`src/rtl/rv_controller.sv`:
```
// Word-by-word block controller: accepts words from upstream, strobes the datapath
// input/output registers, hands results downstream and counts delivered results.
module rv_controller #(
  parameter int CNT_W = 5
) (
  input  logic             clk,
  input  logic             rst,
  input  logic             start,
  input  logic [CNT_W-1:0] word_count,
  input  logic             abort,
  input  logic             in_valid,
  output logic             in_ready,
  output logic             input_ld,
  output logic             output_ld,
  output logic             out_valid,
  input  logic             out_ready,
  output logic             busy,
  output logic             done,
  output logic [CNT_W-1:0] words_done
);

  // state    | meaning
  // IDLE     | no block active, waiting for start
  // WAIT_IN  | ready for the next upstream word
  // EVAL     | datapath evaluating, output register loads this cycle
  // WAIT_OUT | result presented, waiting for downstream
  // DONE     | one-cycle completion pulse
  typedef enum logic [2:0] {
    IDLE     = 3'd0,
    WAIT_IN  = 3'd1,
    EVAL     = 3'd2,
    WAIT_OUT = 3'd3,
    DONE     = 3'd4
  } state_t;

  state_t           r_state;
  state_t           w_state_nxt;
  logic [CNT_W-1:0] r_count;
  logic [CNT_W-1:0] r_words_done;
  logic [CNT_W-1:0] w_wd_inc;
  logic             w_accept_start;
  logic             w_out_hs;

  assign w_wd_inc       = r_words_done + CNT_W'(1);
  assign w_accept_start = (r_state == IDLE) && start;
  assign w_out_hs       = (r_state == WAIT_OUT) && out_ready && !abort;
  assign words_done     = r_words_done;

  always_ff @(posedge clk or negedge rst) begin
    if (!rst) begin
      r_state      <= IDLE;
      r_count      <= '0;
      r_words_done <= '0;
    end else begin
      r_state <= w_state_nxt;
      if (w_accept_start) begin
        r_count      <= word_count;
        r_words_done <= '0;
      end else if (w_out_hs) begin
        r_words_done <= w_wd_inc;
      end
    end
  end

  // in_ready drops under abort so a cancelled cycle can never complete an input handshake
  always_comb begin
    w_state_nxt = r_state;
    in_ready    = 1'b0;
    input_ld    = 1'b0;
    output_ld   = 1'b0;
    out_valid   = 1'b0;
    busy        = 1'b1;
    done        = 1'b0;
    case (r_state)
      IDLE: begin
        busy = 1'b0;
        if (start) begin
          w_state_nxt = (word_count == '0) ? DONE : WAIT_IN;
        end
      end
      WAIT_IN: begin
        in_ready = !abort;
        input_ld = in_valid && !abort;
        if (abort) begin
          w_state_nxt = IDLE;
        end else if (in_valid) begin
          w_state_nxt = EVAL;
        end
      end
      EVAL: begin
        output_ld   = 1'b1;
        w_state_nxt = abort ? IDLE : WAIT_OUT;
      end
      WAIT_OUT: begin
        out_valid = 1'b1;
        if (abort) begin
          w_state_nxt = IDLE;
        end else if (out_ready) begin
          w_state_nxt = (w_wd_inc == r_count) ? DONE : WAIT_IN;
        end
      end
      DONE: begin
        done        = 1'b1;
        w_state_nxt = IDLE;
      end
      default: begin
        busy        = 1'b0;
        w_state_nxt = IDLE;
      end
    endcase
  end

endmodule

```
`config.mk`:
```
export PLATFORM = sky130hd
export DESIGN_NAME = rv_controller
export DESIGN_NICKNAME = d
export VERILOG_FILES = /design/src/rtl/rv_controller.sv
export SDC_FILE = /design/constraint.sdc
export NUM_CORES = 1
export LEC_CHECK = 0
export CAP_MARGIN = 20
export CORE_UTILIZATION = 40
export DETAILED_ROUTE_END_ITERATION = 10
export PLACE_DENSITY = 0.68
export SLEW_MARGIN = 25
export SYNTH_ARGS = -nofsm -noshare
export SYNTH_HDL_FRONTEND = slang
export SYNTH_SLANG_ARGS = --single-unit
```
`constraint.sdc`:
```
create_clock -name clk -period 4.19 [get_ports clk]
set_input_delay 0.838 -clock clk [delete_from_list [all_inputs] [get_ports clk]]
set_output_delay 0.838 -clock clk [all_outputs]
set_load 0.005 [all_outputs]
```
After elaboration in Yosys (flattened, before gate mapping)
Index checks and enable logic that the tools add are counted.

storage, ports and cells
  register bits = 13
  output and inout bits = 11
  logic and storage cells = 39

operators by class
  $add $sub $neg = 1
  eq/ne operators = 8
  muxes and demuxes = 17
  reductions and logical operators = 10

operators by type and width
  operator                                              count
  2-to-1 mux 3 bit                                      7
  one-hot mux 3 bit (4 select lines)                    1
  2-to-1 mux 5 bit                                      2
  equality test 3 x 2 -> 1 bit (second input constant)  2
  2-to-1 mux 1 bit                                      6
  inequality test 3 bit (second input constant)         2
  adder 5 x 1 -> 5 bit (second input constant)          1
  equality test 5 bit                                   1
  logical NOT 5 bit                                     1
  logical AND 1 bit                                     4
  OR reduction 4 bit                                    1
  equality test 3 x 1 -> 1 bit (second input constant)  1
  equality test 3 bit (second input constant)           1
  logical NOT 3 bit                                     1
  AND reduction 3 bit                                   1
  2-to-1 mux 2 bit                                      1
  inequality test 2 bit (second input constant)         1
  nonzero test 2 bit                                    1
  logical NOT 1 bit                                     1

Depth between registers and ports, before layout
Gate-level depths: netlist of the first run.

  depth after elaboration = 6
  depth in mapped cells = 5
  depth with buffers taken out = 5

Least setup slack after synthesis of the first run
OpenSTA, ideal clock, no wires.

  kind = input -> output
  start point = input port abort
  end point = output port input_ld
  arrival time = 1.364 ns
  required time = 3.352 ns
  setup slack = 1.988 ns
  cell stages on the path = 2
  path buffers = 0
  path through = or3b_4 nor2b_1

on the way
  longest elaborated chain between the ends = 3

RTL lines
  what                line  source
  start: declaration  10    input logic abort,
  logical NOT 1 bit   83    input_ld = in_valid && !abort;
  logical AND 1 bit   83
  2-to-1 mux 1 bit    74    case (r_state)
  end: declaration    13    output logic input_ld,

No other way between the ends.

Final worst setup path of the first run
Ends and elaborated chain as after synthesis.

==> out/metrics.cfg, run 1 <==
[run_status]
status=finished, final reports clean

[synth]
synth-compound-area-share=0.111
synth_nets=85
synth_top_family_by_area=simple AND/OR/NAND/NOR gates
ys_warn_count=0
synthAdderAreaFrac=0.0152
syn-cell-area_um2=821
ys_ff_latch=13
synth-xor-area-share=0.133
yosys-mux-area-fraction=0.0823
synthSimpleGateAreaFrac=0.230
synthCells=73
synth_seq_area_share=0.396
avgSynthCellArea_um2=11.2
ys_types=32

[detailed_routing]
vias=619
drc_errors=0
ant_nets=0
drt_iter0_drc=6
first_pass_iters=4
wl_per_cell_um=12.6
vias_per_cell=5.07
routed_wl_um=1540

[worst_setup_path]
cp_num_buf_inv=2
path_class=primary input to primary output
crit_fanout=4
cp_common_cell=clkdlybuf4s50_1
crit_family=buffers and inverters
max_stage_delay_ps=500
required_ps=3350
critical_path_arrival_ps=2350
cp_cell_sequence=clkdlybuf4s50_1 -> or3b_4 -> nor2b_1 -> clkdlybuf4s50_1
start_kind=primary input
cp_slowest_cell=clkdlybuf4s50_1
end_kind=primary output

[sta]
clock_skew_ps=5.59
worst_slew_pin_slew_ps=602
relSlewSlack=0.597
period_share=0.761
min_period_ps=3190
slew_violations=0
hold_slack_ps=537
rsz0062_at_grt=false
fin_setup_tns_ps=0
hold_viol=0
timing.fmax_mhz=314
setup_viol=0

[cts]
cts_resized=0
ctsHtreeMaxLevel=1
root_buffer=clkbuf_4
clk_pin_slew_ps=80
holdBufCountCts=0
max-clock-path-buffers=2
cts_setup_buffers=0
clock_sinks=13
cts_buffers=3
clk_latency_ps=270
cts_tree=built

[worst_hold_path]
worstHoldPathType=register to register

[placement]
gp_congestion=0.742
dp_hpwl_um=1160
place_area_mm2=0.00104
io_buffers=21

[pwr]
intPower_uw=323
power_density_mw_per_mm2=450
swShare=0.326
ir_drop_uv=264
combPwrFrac=0.418
power_frac_seq=0.422
p_clk_frac=0.160
p_switching_uw=156
power_leakage_nw=0.433

[floorplanning]
die_height_um=47.3
die-area_mm2=0.00224
ios=22
core_mm2=0.00194
num_rows=16
dieWidth_um=47.3
initial_utilization=0.423

[global_route]
grt_max_degree=14
first_global_vias=593
antenna_found_initial=0
grt_pass1_wl_um=2550
overflow=0
grt_use_total=0.169

[cells_and_area]
final_area_mm2=0.00106
nFillCells=196
n_antenna_cell=0
finalNetCount=108
drive_above_1_share=0.158
syn_to_final_growth_pct=29.7

[run]
cap_violations=0

## final timing paths
check | from | end | slack [ps] | cells past startpoint
max reg2reg | words_done[0] | r_state[0] | 2280 | 5
min in group asynchronous | rst | r_count[2] | 940 | 1
max in group asynchronous | rst | words_done[4] | 2860 | 1
max | abort | input_ld | 1000 | 4
min | r_count[2] | r_count[2] | 540 | 1
min reg2reg | r_count[2] | r_count[2] | 540 | 1
## state kept, by name, summed over array words and instances, names as in the netlist
signal	flops
words_done	5
r_count	5
r_state	3
## per-layer routing
metal  wire [um]  vias to the layer above  global-route usage
met1         722                      298               0.236
met3          47                        2              0.0231
met2         759                       10               0.247
li1            -                      309                   -
met5           0                        -                   0
met4           9                        0               0.103
## cell usage in the layout, fill, tap and decap left out, types with 3 or more instances in the layout
cell type and count:
clkbuf_4 3, xnor2_1 4, dfrtp_1 13, nor3_1 4, o21ai_0 3, nor2_1 3, xor2_1 3, clkdlybuf4s50_1 21
nor2b_1 3, nand2_1 5, mux2_2 6
## Yosys cell counts, drive strengths merged
master | instances | area share
nand3 | 2 | 0.012
a22oi | 1 | 0.0091
xor2 | 3 | 0.032
and2 | 1 | 0.0076
nor3 | 4 | 0.024
mux2 | 6 | 0.082
nand2 | 5 | 0.023
buf | 2 | 0.027
ha | 1 | 0.015
a21oi | 3 | 0.023
xor3 | 2 | 0.058
nor4b | 1 | 0.029
and4bb | 1 | 0.015
or3 | 1 | 0.0076
a21o | 1 | 0.0091
and3b | 1 | 0.011
clkbuf | 1 | 0.0046
a211oi | 3 | 0.034
o31ai | 1 | 0.0091
o21ai | 3 | 0.018
nor2 | 3 | 0.014
nor2b | 3 | 0.023
o21bai | 1 | 0.0091
nand3b | 1 | 0.0091
dfrtp | 13 | 0.40
or3b | 1 | 0.014
xnor2 | 4 | 0.043
nor3b | 2 | 0.018
and3 | 1 | 0.0091
nand4bb | 1 | 0.014
## worst register-to-register path: stages, from the launching register on
cell	delay, ps
dfrtp_1	440
ha_1	240
xor3_1	430
or3_1	320
o31ai_1	250
a211oi_1	100
## layout make-up
type                       instances  area, um2  area share
clock buffer                       4       26.3      0.0247
multi-input combinational         57        469       0.441
tap                               27       33.8      0.0317
timing repair buffer              21        210       0.197
sequential                        13        325       0.306
## kinds of logic (layout without fill, tap and decap cells)
logic type / Yosys count / after routing
mux: 6 / 6
fa+ha+maj: 1 / 1
simple gates: 28 / 28
buf+inv: 3 / 25
flops: 13 / 13
compound gates: 13 / 13
xor+xnor: 9 / 9
## power groups by stage
stage                     logic (mW)  clock network, mW  registers (mW)
final                          0.200             0.0766           0.203
after global routing           0.226             0.0859           0.209
after CTS                      0.203             0.0832           0.203
after detailed placement       0.200                  0           0.206
after global placement         0.198                  0           0.206
after floorplan                0.166                  0           0.183
## through the flow
stage,setup WS (ps),power (mW),instances,utilization
floorplan,1990,0.349,73,-
global placement,1030,0.404,118,0.535
detailed placement,991,0.407,118,0.535
CTS,993,0.489,122,0.548
global route,902,0.521,122,0.548
finish,1000,0.480,122,0.548
No activity file was read; power rests on OpenSTA's default activity.
==> inputs of run 2 (changes only) <==
clock period = 3 ns   (was 4.19 ns; I/O delays follow)
==> run 2 against run 1 <==
  * Wire length grew 0.97%
  * Die area is the same
  * Count of clock-buffer cells in the layout is the same
  * Worst hold slack lost 9.8 ps
  * Via count shrank 2.1%
  * Flip-flop and latch count is the same
  * Largest cell class unchanged
==> out/metrics.cfg, run 2 (synthesis results as in run 1) <==
[run_status]
status=finished, final reports clean

[worst_setup_path]
r2r_end=r_state[0]
critical_path_arrival_ps=2140
worstSetupStartpoint=abort
crit_path_end=input_ld
start_kind=primary input
crit_fanout=4
r2r_slack_ps=1070
end_kind=primary output
reg2reg_depth=5
r2r-start=words_done[0]
path_class=primary input to primary output
required_ps=2400

[floorplanning]
die_height_um=47.3
core_mm2=0.00194
die-area_mm2=0.00224
dieWidth_um=47.3
initial_utilization=0.423
num_rows=16
ios=22

[global_route]
grt_max_degree=14
first_global_vias=572
overflow=0
antenna_found_initial=0
grt_use_total=0.162
grt_pass1_wl_um=2440

[detailed_routing]
vias=606
met2_length_um=774
first_pass_iters=3
wl_per_cell_um=12.7
vias_per_cell=4.97
met3RoutedLength_um=50
met1Wirelength_um=720
routed.top_layer=met4
drc_errors=0
ant_nets=0
drt_iter0_drc=6
routed_wl_um=1550

[sta]
setup_viol=0
slew_violations=0
worst_slew_pin_slew_ps=573
period_share=0.912
relSlewSlack=0.617
fin_setup_tns_ps=0
timing.fmax_mhz=365
min_period_ps=2740
hold_viol=0
rsz0062_at_grt=false
clock_skew_ps=1.27

[cells_and_area]
layout.cells.most_common_list=21 x clkdlybuf4s50_1, 13 x dfrtp_1, 6 x mux2_2, 5 x nand2_1
finalNetCount=108
n_antenna_cell=0
syn_to_final_growth_pct=29.7
drive_above_1_share=0.158
regArea_um2=325
nFillCells=177
final_cells=122
multi_input_area_um2=469
mostFrequentLayoutCell=clkdlybuf4s50_1

[cts]
clk_latency_ps=270
root_buffer=clkbuf_4
cts_resized=0
cts_setup_buffers=0
cts_buffers=3
clk_pin_slew_ps=80
clock_sinks=13
max-clock-path-buffers=2
ctsHtreeMaxLevel=1
cts_tree=built
holdBufCountCts=0

[placement]
placed_cells=118
dp_hpwl_um=1190
gp_congestion=0.722
io_buffers=21

[run]
cap_violations=0

[pwr]
power_leakage_nw=0.433
power_density_mw_per_mm2=629
ir_drop_uv=425

[worst_hold_path]
worstHoldPathType=register to register
holdPathStages=1

==> run 2: cell counts in the layout (fill, tap and decap cells not counted) <==
No cell type changed its count.
==> run 2: per-layer routing <==
layer  global-route usage  up-vias
li1                     -      309
met1                0.211      285
met2                0.258       10
met3               0.0231        2
met4               0.0857        0
met5                    0        -
==> run 2: worst min path at each step <==
stage / from / to / slack, ps
after floorplan: rst / r_count[0] / 300
after global placement: r_count[2] / r_count[2] / 510
after detailed placement: r_count[2] / r_count[2] / 510
after CTS: r_count[2] / r_count[2] / 530
after global routing: r_count[2] / r_count[2] / 560
final: r_count[2] / r_count[2] / 530
==> run 2: worst max-delay path: stages <==
cell and delay, ps:
clkdlybuf4s50_1 460, or3b_4 430, nor2b_1 130, clkdlybuf4s50_1 510
==> run 2: where the power goes <==
group          total (mW)  switching, mW  internal (mW)
registers           0.284         0.0609          0.223
clock network       0.110         0.0582         0.0515
logic               0.276          0.100          0.176
==> run 2: through the flow <==
step                utilization  worst slack (ps)  area (um2)  power, mW  hold slack, ps
global placement          0.535               314        1040      0.564             515
detailed placement        0.535               269        1040      0.569             511
finish                    0.548               264        1060      0.670             528
CTS                       0.548               272        1060      0.680             530
global route              0.548               171        1060      0.719             556
floorplan                     -              1220         821      0.487             304
==> run 2: area by class of cell <==
cell class / instances / area share
Clock buffer: 4 / 0.0247
Timing Repair Buffer: 21 / 0.197
Multi-Input combinational cell: 57 / 0.441
Sequential cell: 13 / 0.306
Tap cell: 27 / 0.0317
